[config.mk]
export PLATFORM = sky130hd
export DESIGN_NAME = cpu6502_int_ctrl
export DESIGN_NICKNAME = d
export VERILOG_FILES = /design/src/rtl/cpu6502_int_ctrl.sv
export SDC_FILE = /design/constraint.sdc
export NUM_CORES = 1
export LEC_CHECK = 0
export CORE_AREA = 5 5 45 86
export CTS_CLUSTER_DIAMETER = 80
export DETAILED_ROUTE_END_ITERATION = 7
export DIE_AREA = 0 0 50 91
export PLACE_DENSITY_LB_ADDON = 0.08
export SLEW_MARGIN = 0
export SYNTH_ARGS = -nofsm -noshare
export SYNTH_HDL_FRONTEND = slang
export SYNTH_SLANG_ARGS = --single-unit
[constraint.sdc]
create_clock -name clk -period 1.9 [get_ports clk]
set_input_delay 0.38 -clock clk [delete_from_list [all_inputs] [get_ports clk]]
set_output_delay 0.38 -clock clk [all_outputs]
set_load 0.005 [all_outputs]
[src/rtl/cpu6502_int_ctrl.sv]
// Interrupt front-end for the cpu6502 core: input synchronisers, NMI edge latch,
// IRQ masking and the RESET > NMI > IRQ/BRK request/vector handshake.
module cpu6502_int_ctrl #(
    parameter int                 NUM_IRQ     = 8,
    parameter int                 SYNC_STAGES = 2,
    parameter logic [NUM_IRQ-1:0] MASK_RESET  = 8'hFF
) (
    input  logic               clk,
    input  logic               reset,
    input  logic               nmi_in,
    input  logic [NUM_IRQ-1:0] irq_src,
    input  logic               mask_wr,
    input  logic [NUM_IRQ-1:0] mask_wdata,
    input  logic               poll,
    input  logic               i_flag,
    input  logic               brk_seq,
    input  logic               int_ack,
    input  logic               vec_fetch,
    output logic               int_req,
    output logic [7:0]         vector_lo,
    output logic               push_b,
    output logic [NUM_IRQ-1:0] irq_status,
    output logic               nmi_pending,
    output logic               proto_err
);

    typedef enum logic [1:0] {ST_IDLE, ST_ARMED, ST_SEQ} state_t;
    typedef enum logic [1:0] {K_RESET, K_NMI, K_IRQ, K_BRK} kind_t;

    logic [SYNC_STAGES-1:0] nmi_sync_q;
    logic [NUM_IRQ-1:0]     irq_sync_q [SYNC_STAGES];
    logic                   nmi_prev_q;
    logic [NUM_IRQ-1:0]     irq_mask_q;
    logic                   nmi_pend_q, nmi_pend_d;
    logic                   proto_err_q, proto_err_d;
    logic                   brk_q, brk_d;
    state_t                 state_q, state_d;
    kind_t                  kind_q, kind_d;

    logic nmi_edge;
    logic nmi_clear;
    logic irq_active;

    assign nmi_edge   = nmi_sync_q[SYNC_STAGES-1] & ~nmi_prev_q;
    assign irq_status = irq_sync_q[SYNC_STAGES-1] & irq_mask_q;
    assign irq_active = |irq_status;

    always_ff @(posedge clk or posedge reset) begin
        if (reset) begin
            nmi_sync_q <= '0;
            for (int i = 0; i < SYNC_STAGES; i++) irq_sync_q[i] <= '0;
            nmi_prev_q <= 1'b0;
        end else begin
            nmi_sync_q    <= {nmi_sync_q[SYNC_STAGES-2:0], nmi_in};
            irq_sync_q[0] <= irq_src;
            for (int i = 1; i < SYNC_STAGES; i++) irq_sync_q[i] <= irq_sync_q[i-1];
            nmi_prev_q <= nmi_sync_q[SYNC_STAGES-1];
        end
    end

    always_ff @(posedge clk or posedge reset) begin
        if (reset) begin
            irq_mask_q  <= MASK_RESET;
            nmi_pend_q  <= 1'b0;
            proto_err_q <= 1'b0;
            brk_q       <= 1'b0;
            state_q     <= ST_SEQ;
            kind_q      <= K_RESET;
        end else begin
            if (mask_wr) irq_mask_q <= mask_wdata;
            nmi_pend_q  <= nmi_pend_d;
            proto_err_q <= proto_err_d;
            brk_q       <= brk_d;
            state_q     <= state_d;
            kind_q      <= kind_d;
        end
    end

    always_comb begin
        state_d     = state_q;
        kind_d      = kind_q;
        brk_d       = brk_q;
        proto_err_d = proto_err_q;
        nmi_clear   = 1'b0;
        unique case (state_q)
            ST_IDLE: begin
                if (brk_seq) begin
                    state_d = ST_SEQ;
                    kind_d  = K_BRK;
                    brk_d   = 1'b1;
                end else if (poll && nmi_pend_q) begin
                    state_d = ST_ARMED;
                    kind_d  = K_NMI;
                    brk_d   = 1'b0;
                end else if (poll && irq_active && !i_flag) begin
                    state_d = ST_ARMED;
                    kind_d  = K_IRQ;
                    brk_d   = 1'b0;
                end
            end
            ST_ARMED: begin
                if (int_ack) state_d = ST_SEQ;
            end
            ST_SEQ: begin
                if (vec_fetch) begin
                    state_d   = ST_IDLE;
                    nmi_clear = (kind_q == K_NMI);
                end
            end
            default: state_d = ST_IDLE;
        endcase
        // Hijack only changes the vector; a hijacked BRK still pushes B=1 via brk_q.
        if (state_q != ST_IDLE && (kind_q == K_IRQ || kind_q == K_BRK) && nmi_pend_q)
            kind_d = K_NMI;
        if ((int_ack && state_q != ST_ARMED) || (vec_fetch && state_q != ST_SEQ) ||
            (brk_seq && state_q != ST_IDLE))
            proto_err_d = 1'b1;
        nmi_pend_d = nmi_edge | (nmi_pend_q & ~nmi_clear);
    end

    always_comb begin
        vector_lo = 8'hFE;
        if (state_q != ST_IDLE) begin
            unique case (kind_q)
                K_NMI:   vector_lo = 8'hFA;
                K_RESET: vector_lo = 8'hFC;
                default: vector_lo = 8'hFE;
            endcase
        end
    end

    assign int_req     = (state_q == ST_ARMED);
    assign push_b      = brk_q && (state_q != ST_IDLE);
    assign nmi_pending = nmi_pend_q;
    assign proto_err   = proto_err_q;

endmodule
Yosys cells after proc, flatten, opt, wreduce, memory -nomap -nowiden
Index checks and enable logic that the tools add are counted.
{"block": "word_totals", "reg_bits": 34, "input_bits": 25, "out_inout_bits": 20, "word_cells": 67}
{"block": "op_classes", "n_eq_ne": 10, "muxes": 18, "bitwise": 6, "n_reduce_logical": 23}
{"op": "$mux W2", "n": 10}
{"op": "$logic_and A1 B1 Y1", "n": 9}
{"op": "$and A8 B8 Y8", "n": 1}
{"op": "$reduce_or A8 Y1", "n": 1}
{"op": "$eq A2 B2 Y1 const B", "n": 3}
{"op": "$ne A2 B2 Y1 const B", "n": 3}
{"op": "$pmux W2 S3", "n": 1}
{"op": "$pmux W3 S2", "n": 1}
{"op": "$mux W1", "n": 5}
{"op": "$eq A2 B1 Y1 const B", "n": 2}
{"op": "$logic_not A2 Y1", "n": 2}
{"op": "$ne A4 B4 Y1 const B", "n": 1}
{"op": "$reduce_and A2 Y1", "n": 2}
{"op": "$reduce_bool A2 Y1", "n": 2}
{"op": "$reduce_bool A4 Y1", "n": 1}
{"op": "$logic_or A1 B1 Y1", "n": 3}
{"op": "$mux W3", "n": 1}
{"op": "$reduce_and A3 Y1", "n": 1}
{"op": "$reduce_bool A3 Y1", "n": 1}
{"op": "$and A1 B1 Y1", "n": 2}
{"op": "$ne A2 B1 Y1 const B", "n": 1}
{"op": "$not A1 Y1", "n": 2}
{"op": "$logic_not A1 Y1", "n": 1}
{"op": "$or A1 B1 Y1", "n": 1}

Logic depth before layout (Yosys ltp)
{"block": "depth", "depth_word": 9, "ltp_mapped": 5, "mapped_depth_nobuf": 4}

Worst setup path after synthesis
Ideal clock, no wire load.
{"block": "synth_timing", "kind": "flip-flop to flip-flop", "start": "reg irq_sync_q[4] in the netlist's numbering", "end": "reg kind_q[1]", "setup_time_ns": 0.124, "t_arrival_ns": 1.267, "required_time_ns": 1.776, "slack_ns": 0.509, "path_stages_with_launch": 5, "path_buffers": 0, "synth_period_minus_slack_ns": 1.391, "cell_sequence": "dfrtp_1 -> and2_4 -> or4_4 -> o211ai_1 -> nand2_1"}
{"block": "synth_via", "elab_chain_len": 6}
{"element": "start, declared", "line_no": "31", "rtl": "logic [NUM_IRQ-1:0] irq_sync_q [SYNC_STAGES];"}
{"element": "$and A8 B8 Y8", "line_no": "45", "rtl": "assign irq_status = irq_sync_q[SYNC_STAGES-1] & irq_mask_q;"}
{"element": "net irq_status[4]", "line_no": "22", "rtl": "output logic [NUM_IRQ-1:0] irq_status,"}
{"element": "$reduce_or A8 Y1", "line_no": "46", "rtl": "assign irq_active = |irq_status;"}
{"element": "$logic_and A1 B1 Y1 (2 in a row)", "line_no": "95", "rtl": "end else if (poll && irq_active && !i_flag) begin"}
{"element": "$reduce_bool A4 Y1 (no line)"}
{"element": "$reduce_and A2 Y1 (no line)"}
{"element": "end signal, assigned", "line_no": "75", "rtl": "kind_q <= kind_d;"}
{"element": "end, declared", "line_no": "38", "rtl": "kind_t kind_q, kind_d;"}
The timed path passes the listed nets, and every way through them passes these cells.
A chain may end at the register's enable or synchronous reset.

Final worst setup path
{"block": "layout_timing", "start": "reg irq_mask_q[2]", "end": "out irq_status[2]"}
{"block": "layout_via", "elab_chain_len": 1}
{"element": "start, declared", "line_no": "33", "rtl": "logic [NUM_IRQ-1:0] irq_mask_q;"}
{"element": "start signal, assigned", "line_no": "70", "rtl": "if (mask_wr) irq_mask_q <= mask_wdata;"}
{"element": "$and A8 B8 Y8", "line_no": "45"}
{"element": "end, declared", "line_no": "22"}
No other way between the ends.

==> flow_summary.toml <==
[route]
route.detailed.drc = 0
wl_um = 2590
firstDrtPassIters = 4
ant_nets = 0
post_drt_wl_per_cell_um = 14.4
via_count = 886
viasPerCell = 4.95
drt_first_iter_violations = 10

[yosys]
ys.warnings.count = 0
ys_ff_latch = 34
ys_seq_area_share_pct = 65.0
avgSynthCellArea_um2 = 13.0
ys_types = 29
syn_area_um2 = 1330
synthCells = 102

[sta]
tns_ps = 0
rsz0062_at_grt = "false"
fin_crit_sh_pct = 97.6
hold_ws_ps = 345
setup_viol = 0
fin_skew_ps = 3.39
layout_setup_ws_ps = 46.0
final-hold-violation-count = 0
max_clock_freq_mhz = 539
maxSlewViolCount = 0
post-route-min-period_ps = 1850

[floorplanning]
die_h_um = 91
die_w_um = 50
start_util_pct = 42.5
die_area_um2 = 4550
row_count = 29
core_um2 = 3120
io_pins = 45

[cells_and_area]
final_cells = 179
insertedDiodeCount = 0
fin_util_pct = 59.1
layout.nets = 174
final_area_um2 = 1840
drive_gt1_share_pct = 25.0
nFillCells = 272
multiInputGateArea_um2 = 425
seq_area_um2 = 862
area_delta_synth_final_pct = 39.0

[job]
max_cap_viol_count = 0

[critical_path]
cp.arrival_ps = 1470
crit_family = "flip-flops"
ff2ff_setup_slack_ps = 410
max_stage_delay_ps = 520
path_depth = 2
r2r_start = "irq_sync_q[2]$_DFF_PP0_"
startpoint = "irq_mask_q[2]$_DFFE_PP1P_"
critPathCaptureType = "output port"
crit_buf_inv = 1
cp-start-kind = "flip-flop"
critPathKind = "reg2out"
critPathMaxFanout = 2
cp_slowest_cell = "dfstp_2"
endpoint = "irq_status[2]"
worst_ep_required_time_ps = 1520
r2r-end = "state_q[0]$_DFFE_PP0P_"
crit_chain = "and2_1 -> clkdlybuf4s50_1"
worstRegToRegCells = 4

[power]
p_leak_nw = 0.827
ir_drop_v = 0.000699
p_total_mw = 1.98
power.density_nw_per_um2 = 1070

[clock_tree]
clk_pin_slew_ps = 60
root_buffer = "clkbuf_8"
cts-htree-levels = 2
cts.sink_count = 34
clkLatencyLatePin_ps = 270
clock_path_buffers = 2
cts_buffers = 5
cts_tree = "yes"
holdBufCountCts = 0

[grt]
grt_antenna_before_repair = 0
grt_usage_pct = 12.0
grt_pass1_vias = 1017
grt_max_degree = 35
grt_overflow = 0
grt_pass1_wl_um = 4220

[hold_path]
hold_depth = 0
holdCritStartpoint = "irq_sync_q[10]$_DFF_PP0_"
hold_path_class = "reg2reg"

[place]
gp_congestion = 0.781
dp_hpwl_um = 2060
dp_cells = 170
post_dp_cell_area_um2 = 1730
port-buffer-count = 38
dp_slack_ps = 129

[status]
outcome = "finished clean"
==> power by group <==
| part | internal (mW) | switching (mW) | total (mW) |
|---|---|---|---|
| clock | 0.279 | 0.221 | 0.500 |
| sequential | 0.840 | 0.0746 | 0.914 |
| combinational | 0.337 | 0.229 | 0.566 |
| total | 1.46 | 0.525 | 1.98 |
==> cell usage after synthesis <==
library cell  instances  area [µm²]
dfrtp_1              25         626
dfstp_2               9         236
mux2_2                8        90.1
and2_1                7        43.8
buf_4                 6        45.0
nand2_1               6        22.5
o21ai_0               6        30.0
a21oi_1               3        15.0
inv_1                 3        11.3
nor2_1                3        11.3
and2_4                2        17.5
clkbuf_1              2        7.51
conb_1                2        7.51
nand2b_1              2        12.5
nor2b_1               2        12.5
o21bai_1              2        15.0
or4_4                 2        22.5
a2111oi_0             1        8.76
a211oi_1              1        7.51
a21o_1                1        7.51
a22oi_1               1        7.51
a31o_1                1        8.76
nor4bb_1              1        10.0
o211ai_1              1        7.51
o211ai_2              1        12.5
o21a_1                1        7.51
o32a_1                1        10.0
or2_2                 1        6.26
or3_1                 1        6.26
==> state kept, by name, summed over array words and instances (netlist names) <==
name,count
brk_q,1
state_q,2
irq_sync_q,16
nmi_prev_q,1
irq_mask_q,8
kind_q,2
proto_err,1
nmi_sync_q,2
nmi_pending,1
==> layout make-up <==
class / count / area share [%]
sequential: 34 / 46.8
clock buffer: 6 / 4.48
timing repair buffer: 44 / 22.9
multi-input combinational: 61 / 23.1
tap: 31 / 2.10
inverter: 3 / 0.611
==> kinds of logic after synthesis <==
| group | share of synthesized area [%] |
|---|---|
| other | 0.566 |
| AOI/OAI and AO/OA | 10.4 |
| DFF | 65.0 |
| buffers and inverters | 4.81 |
| and+or+nand+nor | 12.5 |
| muxes | 6.79 |
==> per-layer routing <==
| metal | global-route usage (%) | wire length, µm |
|---|---|---|
| met2 | 22.8 | 1530 |
| met3 | 3.93 | 169 |
| met4 | 6.56 | 63 |
| met5 | 0 | 0 |
| met1 | 10.1 | 826 |
==> timing repair <==
item,in CTS,in global routing
pin swaps,0,0
setup buffers,3,0
setup endpoints to repair,4,3
resized for setup,6,3
gates cloned,0,0
==> how the worst min path moves through the flow <==
stage	slack, ps	end
final	350	irq_sync_q[2]$_DFF_PP0_
after CTS	350	irq_sync_q[3]$_DFF_PP0_
after detailed placement	330	irq_sync_q[2]$_DFF_PP0_
after floorplan	330	irq_sync_q[0]$_DFF_PP0_
after global routing	350	irq_sync_q[7]$_DFF_PP0_
after global placement	330	irq_sync_q[7]$_DFF_PP0_
==> cell usage in the layout, fill, tap and decap left out, drive strengths merged, types with 3 or more instances in the layout <==
| cell | count |
|---|---|
| a21oi | 3 |
| and2 | 9 |
| buf | 6 |
| clkbuf | 7 |
| clkdlybuf4s50 | 33 |
| conb | 6 |
| dfrtp | 25 |
| dfstp | 9 |
| inv | 3 |
| mux2 | 8 |
| nand2 | 6 |
| nor2 | 3 |
| o21ai | 6 |
(Power assumes the default switching activity.)
